<file path="src/rtl/register_bank.sv">
// rtl/register_bank.sv - parametrised multi-register bank with arithmetic write port and flags
//
// DEPTH registers of WIDTH bits for the 4-bit CPU datapath. One write port
// performs LOAD / INC / DEC / ADD on the addressed register and leaves
// registered carry and zero flags. Two combinational read ports, with an
// optional same-cycle bypass of the write result.
//
// Ports:
//   clk_cpu  in   CPU clock, rising-edge state updates
//   reset    in   asynchronous, active-high reset
//   we       in   write strobe
//   wmode    in   2'b00 LOAD, 2'b01 INC, 2'b10 DEC, 2'b11 ADD
//   waddr    in   write target index
//   wdata    in   operand for LOAD / ADD
//   raddr_a  in   read port A index
//   raddr_b  in   read port B index
//   rdata_a  out  read port A data (combinational)
//   rdata_b  out  read port B data (combinational)
//   carry    out  carry/borrow of the last executed write op
//   zero     out  1 when the last executed write result was 0
module register_bank #(
    parameter int WIDTH  = 4,
    parameter int DEPTH  = 4,
    parameter int AW     = 2,
    parameter int BYPASS = 1
) (
    input  logic             clk_cpu,
    input  logic             reset,
    input  logic             we,
    input  logic [1:0]       wmode,
    input  logic [AW-1:0]    waddr,
    input  logic [WIDTH-1:0] wdata,
    input  logic [AW-1:0]    raddr_a,
    input  logic [AW-1:0]    raddr_b,
    output logic [WIDTH-1:0] rdata_a,
    output logic [WIDTH-1:0] rdata_b,
    output logic             carry,
    output logic             zero
);

    localparam logic [1:0] MODE_LOAD = 2'b00;
    localparam logic [1:0] MODE_INC  = 2'b01;
    localparam logic [1:0] MODE_DEC  = 2'b10;

    logic [WIDTH-1:0] regs [DEPTH];

    logic [WIDTH-1:0] cur;
    logic             w_hit;
    logic             wr_en;
    logic [WIDTH:0]   sum;
    logic [WIDTH-1:0] res;
    logic             res_c;

    // Decode the write target by comparison rather than direct indexing so
    // that a non-power-of-two DEPTH never indexes past the array.
    always_comb begin
        cur   = '0;
        w_hit = 1'b0;
        for (int i = 0; i < DEPTH; i++) begin
            if (waddr == AW'(i)) begin
                cur   = regs[i];
                w_hit = 1'b1;
            end
        end
    end

    assign wr_en = we & w_hit;

    // One extra bit holds the carry; for DEC the subtraction wraps the extra
    // bit to 1 exactly when cur was 0, which is the borrow.
    always_comb begin
        case (wmode)
            MODE_LOAD: sum = {1'b0, wdata};
            MODE_INC:  sum = {1'b0, cur} + (WIDTH+1)'(1);
            MODE_DEC:  sum = {1'b0, cur} - (WIDTH+1)'(1);
            default:   sum = {1'b0, cur} + {1'b0, wdata};
        endcase
    end

    assign res   = sum[WIDTH-1:0];
    assign res_c = sum[WIDTH];

    always_ff @(posedge clk_cpu or posedge reset) begin
        if (reset) begin
            for (int i = 0; i < DEPTH; i++) begin
                regs[i] <= '0;
            end
            carry <= 1'b0;
            zero  <= 1'b0;
        end else if (wr_en) begin
            for (int i = 0; i < DEPTH; i++) begin
                if (waddr == AW'(i)) begin
                    regs[i] <= res;
                end
            end
            carry <= res_c;
            zero  <= (res == '0);
        end
    end

    // Out-of-range read addresses fall through to zero.
    always_comb begin
        rdata_a = '0;
        for (int i = 0; i < DEPTH; i++) begin
            if (raddr_a == AW'(i)) begin
                rdata_a = regs[i];
            end
        end
        if (BYPASS != 0 && wr_en && !reset && raddr_a == waddr) begin
            rdata_a = res;
        end
    end

    always_comb begin
        rdata_b = '0;
        for (int i = 0; i < DEPTH; i++) begin
            if (raddr_b == AW'(i)) begin
                rdata_b = regs[i];
            end
        end
        if (BYPASS != 0 && wr_en && !reset && raddr_b == waddr) begin
            rdata_b = res;
        end
    end

endmodule

</file>
<file path="config.mk">
export PLATFORM = sky130hd
export DESIGN_NAME = register_bank
export DESIGN_NICKNAME = d
export VERILOG_FILES = /design/src/rtl/register_bank.sv
export SDC_FILE = /design/constraint.sdc
export NUM_CORES = 1
export LEC_CHECK = 0
export ABC_CLOCK_PERIOD_IN_PS = 3600
export CORE_MARGIN = 2
export CORE_UTILIZATION = 50
export DETAILED_ROUTE_END_ITERATION = 10
export PLACE_DENSITY = 0.8
export SLEW_MARGIN = 10
export SYNTH_ARGS = -nofsm -noshare
export SYNTH_HDL_FRONTEND = slang
export SYNTH_SLANG_ARGS = --single-unit
export TNS_END_PERCENT = 50
</file>
<file path="constraint.sdc">
create_clock -name clk_cpu -period 3.6 [get_ports clk_cpu]
set_clock_uncertainty 0.05 [all_clocks]
set_input_delay 0.72 -clock clk_cpu [delete_from_list [all_inputs] [get_ports clk_cpu]]
set_output_delay 0.72 -clock clk_cpu [all_outputs]
set_load 0.01 [all_outputs]
</file>
## After elaboration in Yosys (flattened, before gate mapping)

Cells that the tools add are included.

| word-level totals | value |
|---|---|
| register bits | 18 |
| input bits | 15 |
| output and inout port bits | 10 |
| word-level logic and storage cells | 55 |

| operators by class | value |
|---|---|
| $add $sub $neg | 3 |
| equal/unequal tests | 13 |
| multiplexer cells | 19 |
| bitwise operators | 1 |
| reduce and logical (&&, ||, !) cells | 13 |

Operators by type and width:

| operator | number |
|---|---|
| 4-bit 2-to-1 mux | 14 |
| 5-bit one-hot mux with 3 select lines | 1 |
| 2-bit == test, second input constant | 7 |
| 2-bit by 1-bit == test with 1-bit output, second input constant | 4 |
| 2-bit zero test | 4 |
| 2-bit AND reduction | 4 |
| 4-bit by 1-bit adder with 5-bit output, second input constant | 1 |
| 4-bit by 4-bit adder with 5-bit output | 1 |
| 4-bit by 1-bit subtractor with 5-bit output, second input constant | 1 |
| 2-bit == test | 2 |
| 4-bit zero test | 1 |
| 1-bit 2-to-1 mux | 4 |
| 1-bit logical AND | 3 |
| 1-bit AND | 1 |
| 1-bit zero test | 1 |

## Longest topological paths before layout

| logic depth | value |
|---|---|
| depth after elaboration | 9 |
| depth in mapped cells | 11 |
| gate-level depth less buffers | 10 |

## Worst setup path after synthesis

OpenSTA, ideal clock, no wires.

| timing path | value |
|---|---|
| path type | input port to output port |
| from | input waddr[0] |
| to | output rdata_a[2] |
| data arrival time | 2.610 ns |
| data required time | 2.830 ns |
| setup slack | 0.220 ns |
| stages | 9 |
| path buffers | 1 |
| path through | buf_4 > mux4_2 > inv_1 > ha_1 > inv_1 > fa_1 > xnor2_1 > o21ai_0 > mux2_2 |

| on the way | value |
|---|---|
| word-level cells in the longest chain between the ends | 9 |
| elaborated cells between the ends (all ways) | 21 |

Ends and longest elaborated chain:

| element | RTL line | source |
|---|---|---|
| start, declared | 31 | `input logic [AW-1:0] waddr,` |
| parallel branches: the longest is 8 deep, another holds 4-bit by 4-bit adder with 5-bit output | n/a |  |
| 4-bit 2-to-1 mux (*) | 109 | `if (BYPASS != 0 && wr_en && !reset && raddr_a == waddr) begin` |
| end, declared | 35 | `output logic [WIDTH-1:0] rdata_a,` |

Mark *: on every way between the ends.

## Worst setup path in the final report

| timing path | value |
|---|---|
| from | input wdata[0] |
| to | output rdata_a[3] |

| on the way | value |
|---|---|
| word-level cells in the longest chain between the ends | 3 |

Ends and longest elaborated chain:

| element | RTL line | source |
|---|---|---|
| start, declared | 32 | `input logic [WIDTH-1:0] wdata,` |
| 4-bit by 4-bit adder with 5-bit output | 76 | `default: sum = {1'b0, cur} + {1'b0, wdata};` |
| 5-bit one-hot mux with 3 select lines | 72 | `case (wmode)` |
| 4-bit 2-to-1 mux | 109 |  |

Every way passes these cells.

==> impl_metrics.json <==
{
  "status": "complete, but fails checks",
  "violations": "design-rule violations",
  "ff2ff_path_depth": 10,
  "fp.dieArea_um2": 3470,
  "path_cells": "dlygate4sd2_1 -> buf_4 -> nor3_4 -> xor2_1 -> nor2_2 -> a21oi_2 -> ha_4 -> nor3b_1 -> o21ai_0 -> and3_4 -> mux2i_1 -> buf_2",
  "synth_seq_cells": 18,
  "grt_first_pass_wirelength_mm": 6.60,
  "cts_made_buffers": 3,
  "multiInputGateArea_um2": 1080,
  "hold_ws_ns": 0.438,
  "synth_warnings": 0,
  "fmax_mhz": 281,
  "h-tree-depth": 1,
  "synth_common_cells": "dfrtp_1, nand2_1, o21ai_0",
  "p_leak_nw": 0.915,
  "drv_slew": 0,
  "start_util_pct": 53.8,
  "drtPass1Iterations": 7,
  "vias_per_cell": 6.26,
  "arrival_ns": 2.79,
  "synth_cells": 145,
  "p_switching_w": 0.000552,
  "area_delta_synth_final_pct": 37.2,
  "fillers": 191,
  "p_per_area_nw_per_um2": 679,
  "seqCellArea_um2": 450,
  "rsz0062_at_grt": "yes",
  "die_width_um": 58.9,
  "slew_headroom_pct": 51.3,
  "synth_top_area_share_pct": 29.9,
  "synth_async_sr_flop_share_pct": 100,
  "ant_nets": 0,
  "cpPeakStageDelay_ns": 0.26,
  "num_vias": 1402,
  "grt_max_degree": 19,
  "crit_slowest_cell": "dlygate4sd2_1",
  "cts_tree": "built",
  "grt_use_total_pct": 25.9,
  "insertion_delay_ns": 0.30,
  "yosys-top-cells-area": "dfrtp_1, mux4_2, ha_1",
  "pre_cts_ws_ns": -0.863,
  "synth-edff-count": 0,
  "swShare_pct": 39.3,
  "clock_sink_count": 18,
  "finalWorstSetupSlack_ns": 0.0408,
  "hp-class": "flop to flop",
  "seq_area_frac_synth_pct": 29.9,
  "r2r-end": "regs[9]",
  "r2r_slack_ns": 1.14,
  "top_layer_used": "met4",
  "grt_pass1_vias": 1439,
  "wl_met3_um": 367,
  "vdd_drop_max_v": 0.000395,
  "drc": 2,
  "reg2reg_from": "regs[0]",
  "synth_compound_area_share_pct": 10.9,
  "gp_congestion": 0.893,
  "hold-path-endpoint": "carry",
  "ys_types": 34,
  "cp-end-kind": "output port",
  "synth.most_common_cell": "dfrtp_1",
  "setup-violations-final": 0,
  "combPwrFrac_pct": 65.5,
  "maxCapViolations": 0,
  "pwr-share-clk_pct": 7.2,
  "power.internal_w": 0.000854,
  "syn_nets": 168,
  "synth_top_family_by_area": "multiplexers",
  "hold_depth": 2,
  "clkTransAtPathRegs_ns": 0.10,
  "antenna_found_initial": 0,
  "netlist_area_um2": 1510,
  "clockBufferDepth": 2,
  "layout.nets": 218,
  "yosys.area_share.simple_pct": 14.3,
  "path_max_fanout": 5,
  "place_hpwl_mm": 3.19,
  "io_buffers": 24,
  "final-hold-violation-count": 0,
  "min_from": "carry",
  "start_kind": "input pin",
  "drt_first_iter_violations": 80,
  "met2_length_mm": 2.18,
  "root_buffer": "clkbuf_4",
  "rows": 19,
  "overflow": 0,
  "synthXorXnorAreaFrac_pct": 4.64,
  "avgRoutedWirePerCell_um": 18.7,
  "drive_gt1_share_pct": 42.5,
  "die_h_um": 58.9,
  "routed_wl_mm": 4.18,
  "period_share_pct": 98.9,
  "post_synth_mux_area_share_pct": 25.6,
  "finalCriticalPeriod_ns": 3.56,
  "timing_worst_slew_pin_value_ns": 0.730,
  "cp.required_ns": 2.83,
  "drt-met1-wl_mm": 1.56,
  "pin_count": 25,
  "synth-main-ff-cell": "dfrtp_1",
  "worstSetupPathType": "input pin to output port",
  "coreArea_um2": 2810,
  "synth_area_per_cell_um2": 10.4,
  "synthAdderAreaFrac_pct": 7.13,
  "synth_area_leader_cell": "dfrtp_1",
  "p_seq_share_pct": 27.3,
  "num_antenna_cells": 0
}
[critical path, delay by kind of cell]
family,cells,cell delay (ns)
compound gates,2,0.31
xor+xnor,1,0.20
fa+ha+maj,1,0.24
buf+inv,3,0.58
mux,1,0.14
simple gates,4,0.58
[power groups by stage]
stage | sequential [W] | clock [W] | combinational, W
after floorplan | 0.000352 | 0 | 0.000491
after global placement | 0.000368 | 0 | 0.000721
after detailed placement | 0.000384 | 0 | 0.000755
after CTS | 0.000379 | 0.000103 | 0.000841
after global routing | 0.000396 | 0.000109 | 0.000987
final | 0.000383 | 0.000102 | 0.000921
[area by class of cell]
type | count | area share [%]
inverters | 13 | 2.36
multi-input cells | 107 | 52.1
clock buffers | 3 | 1.09
well taps | 31 | 1.87
repair buffers | 52 | 20.8
flip-flops and latches | 18 | 21.8
[layout by cell type (no fill, tap or decap), types with 2 or more instances in the layout]
| cell type | n |
|---|---|
| buf_4 | 28 |
| dfrtp_1 | 18 |
| nand2_1 | 14 |
| o21ai_0 | 13 |
| mux4_2 | 12 |
| clkdlybuf4s50_1 | 11 |
| nor2_1 | 8 |
| inv_1 | 7 |
| a21oi_1 | 6 |
| inv_2 | 6 |
| xnor2_1 | 5 |
| mux2i_1 | 5 |
| mux2_2 | 5 |
| ha_4 | 4 |
| dlygate4sd2_1 | 4 |
| nand3_1 | 3 |
| nor3b_1 | 3 |
| clkbuf_4 | 3 |
| nand3b_1 | 2 |
| nor3_4 | 2 |
| xor2_1 | 2 |
| a21oi_2 | 2 |
| ha_2 | 2 |
| clkbuf_2 | 2 |
| clkdlybuf4s15_2 | 2 |
| buf_6 | 2 |
| buf_2 | 2 |
[logic make-up (layout without fill, tap and decap cells)]
kind of cell	Yosys count	count (layout)
compound gates	29	29
simple gates	39	39
flops	18	18
mux	23	23
buf+inv	20	68
xor+xnor	8	8
fa+ha+maj	8	8
[how the worst max path moves through the flow]
stage | from | to | slack, ns | depth (start not counted)
4_1_cts | wdata[1] | rdata_a[2] | 0.0006 | 13
6_report | wdata[0] | rdata_a[3] | 0.04 | 12
5_1_grt | wdata[0] | rdata_a[3] | -0.04 | 12
3_5_place_dp | waddr[0] | rdata_a[2] | -0.86 | 10
3_3_place_gp | waddr[0] | rdata_a[3] | -0.69 | 9
2_1_floorplan | waddr[0] | rdata_a[2] | 0.22 | 9
[routing by layer]
layer / GRT usage (%) / up-vias
li1: - / 625
met1: 31.1 / 674
met5: 0 / -
met3: 3.96 / 11
met4: 7.79 / 0
met2: 47.3 / 92
[sequential cells by signal, indices dropped and copies added, names as in the netlist]
| name | count |
|---|---|
| carry | 1 |
| regs | 16 |
| zero | 1 |
[stage by stage]
step	instance area [µm²]	util, %	std cells	TNS, ns	power [W]
final	2070	73.8	224	0	0.00141
after detailed placement	1900	67.8	217	-5.28	0.00114
after CTS	2010	71.7	223	0	0.00132
after global placement	1900	67.8	217	-4.56	0.00109
after global routing	2070	73.8	224	-0.0708	0.00149
after floorplan	1510	-	145	0	0.000843
[repair_timing]
| item | 4_1_cts | 5_1_grt |
|---|---|---|
| hold buffers | 0 | 0 |
| buffers inserted | 3 | 1 |
| endpoints found under the setup margin | 8 | 6 |
| pin swaps | 11 | 8 |
| resized for setup | 54 | 12 |
Note: power is estimated with default switching activity, not from simulation.
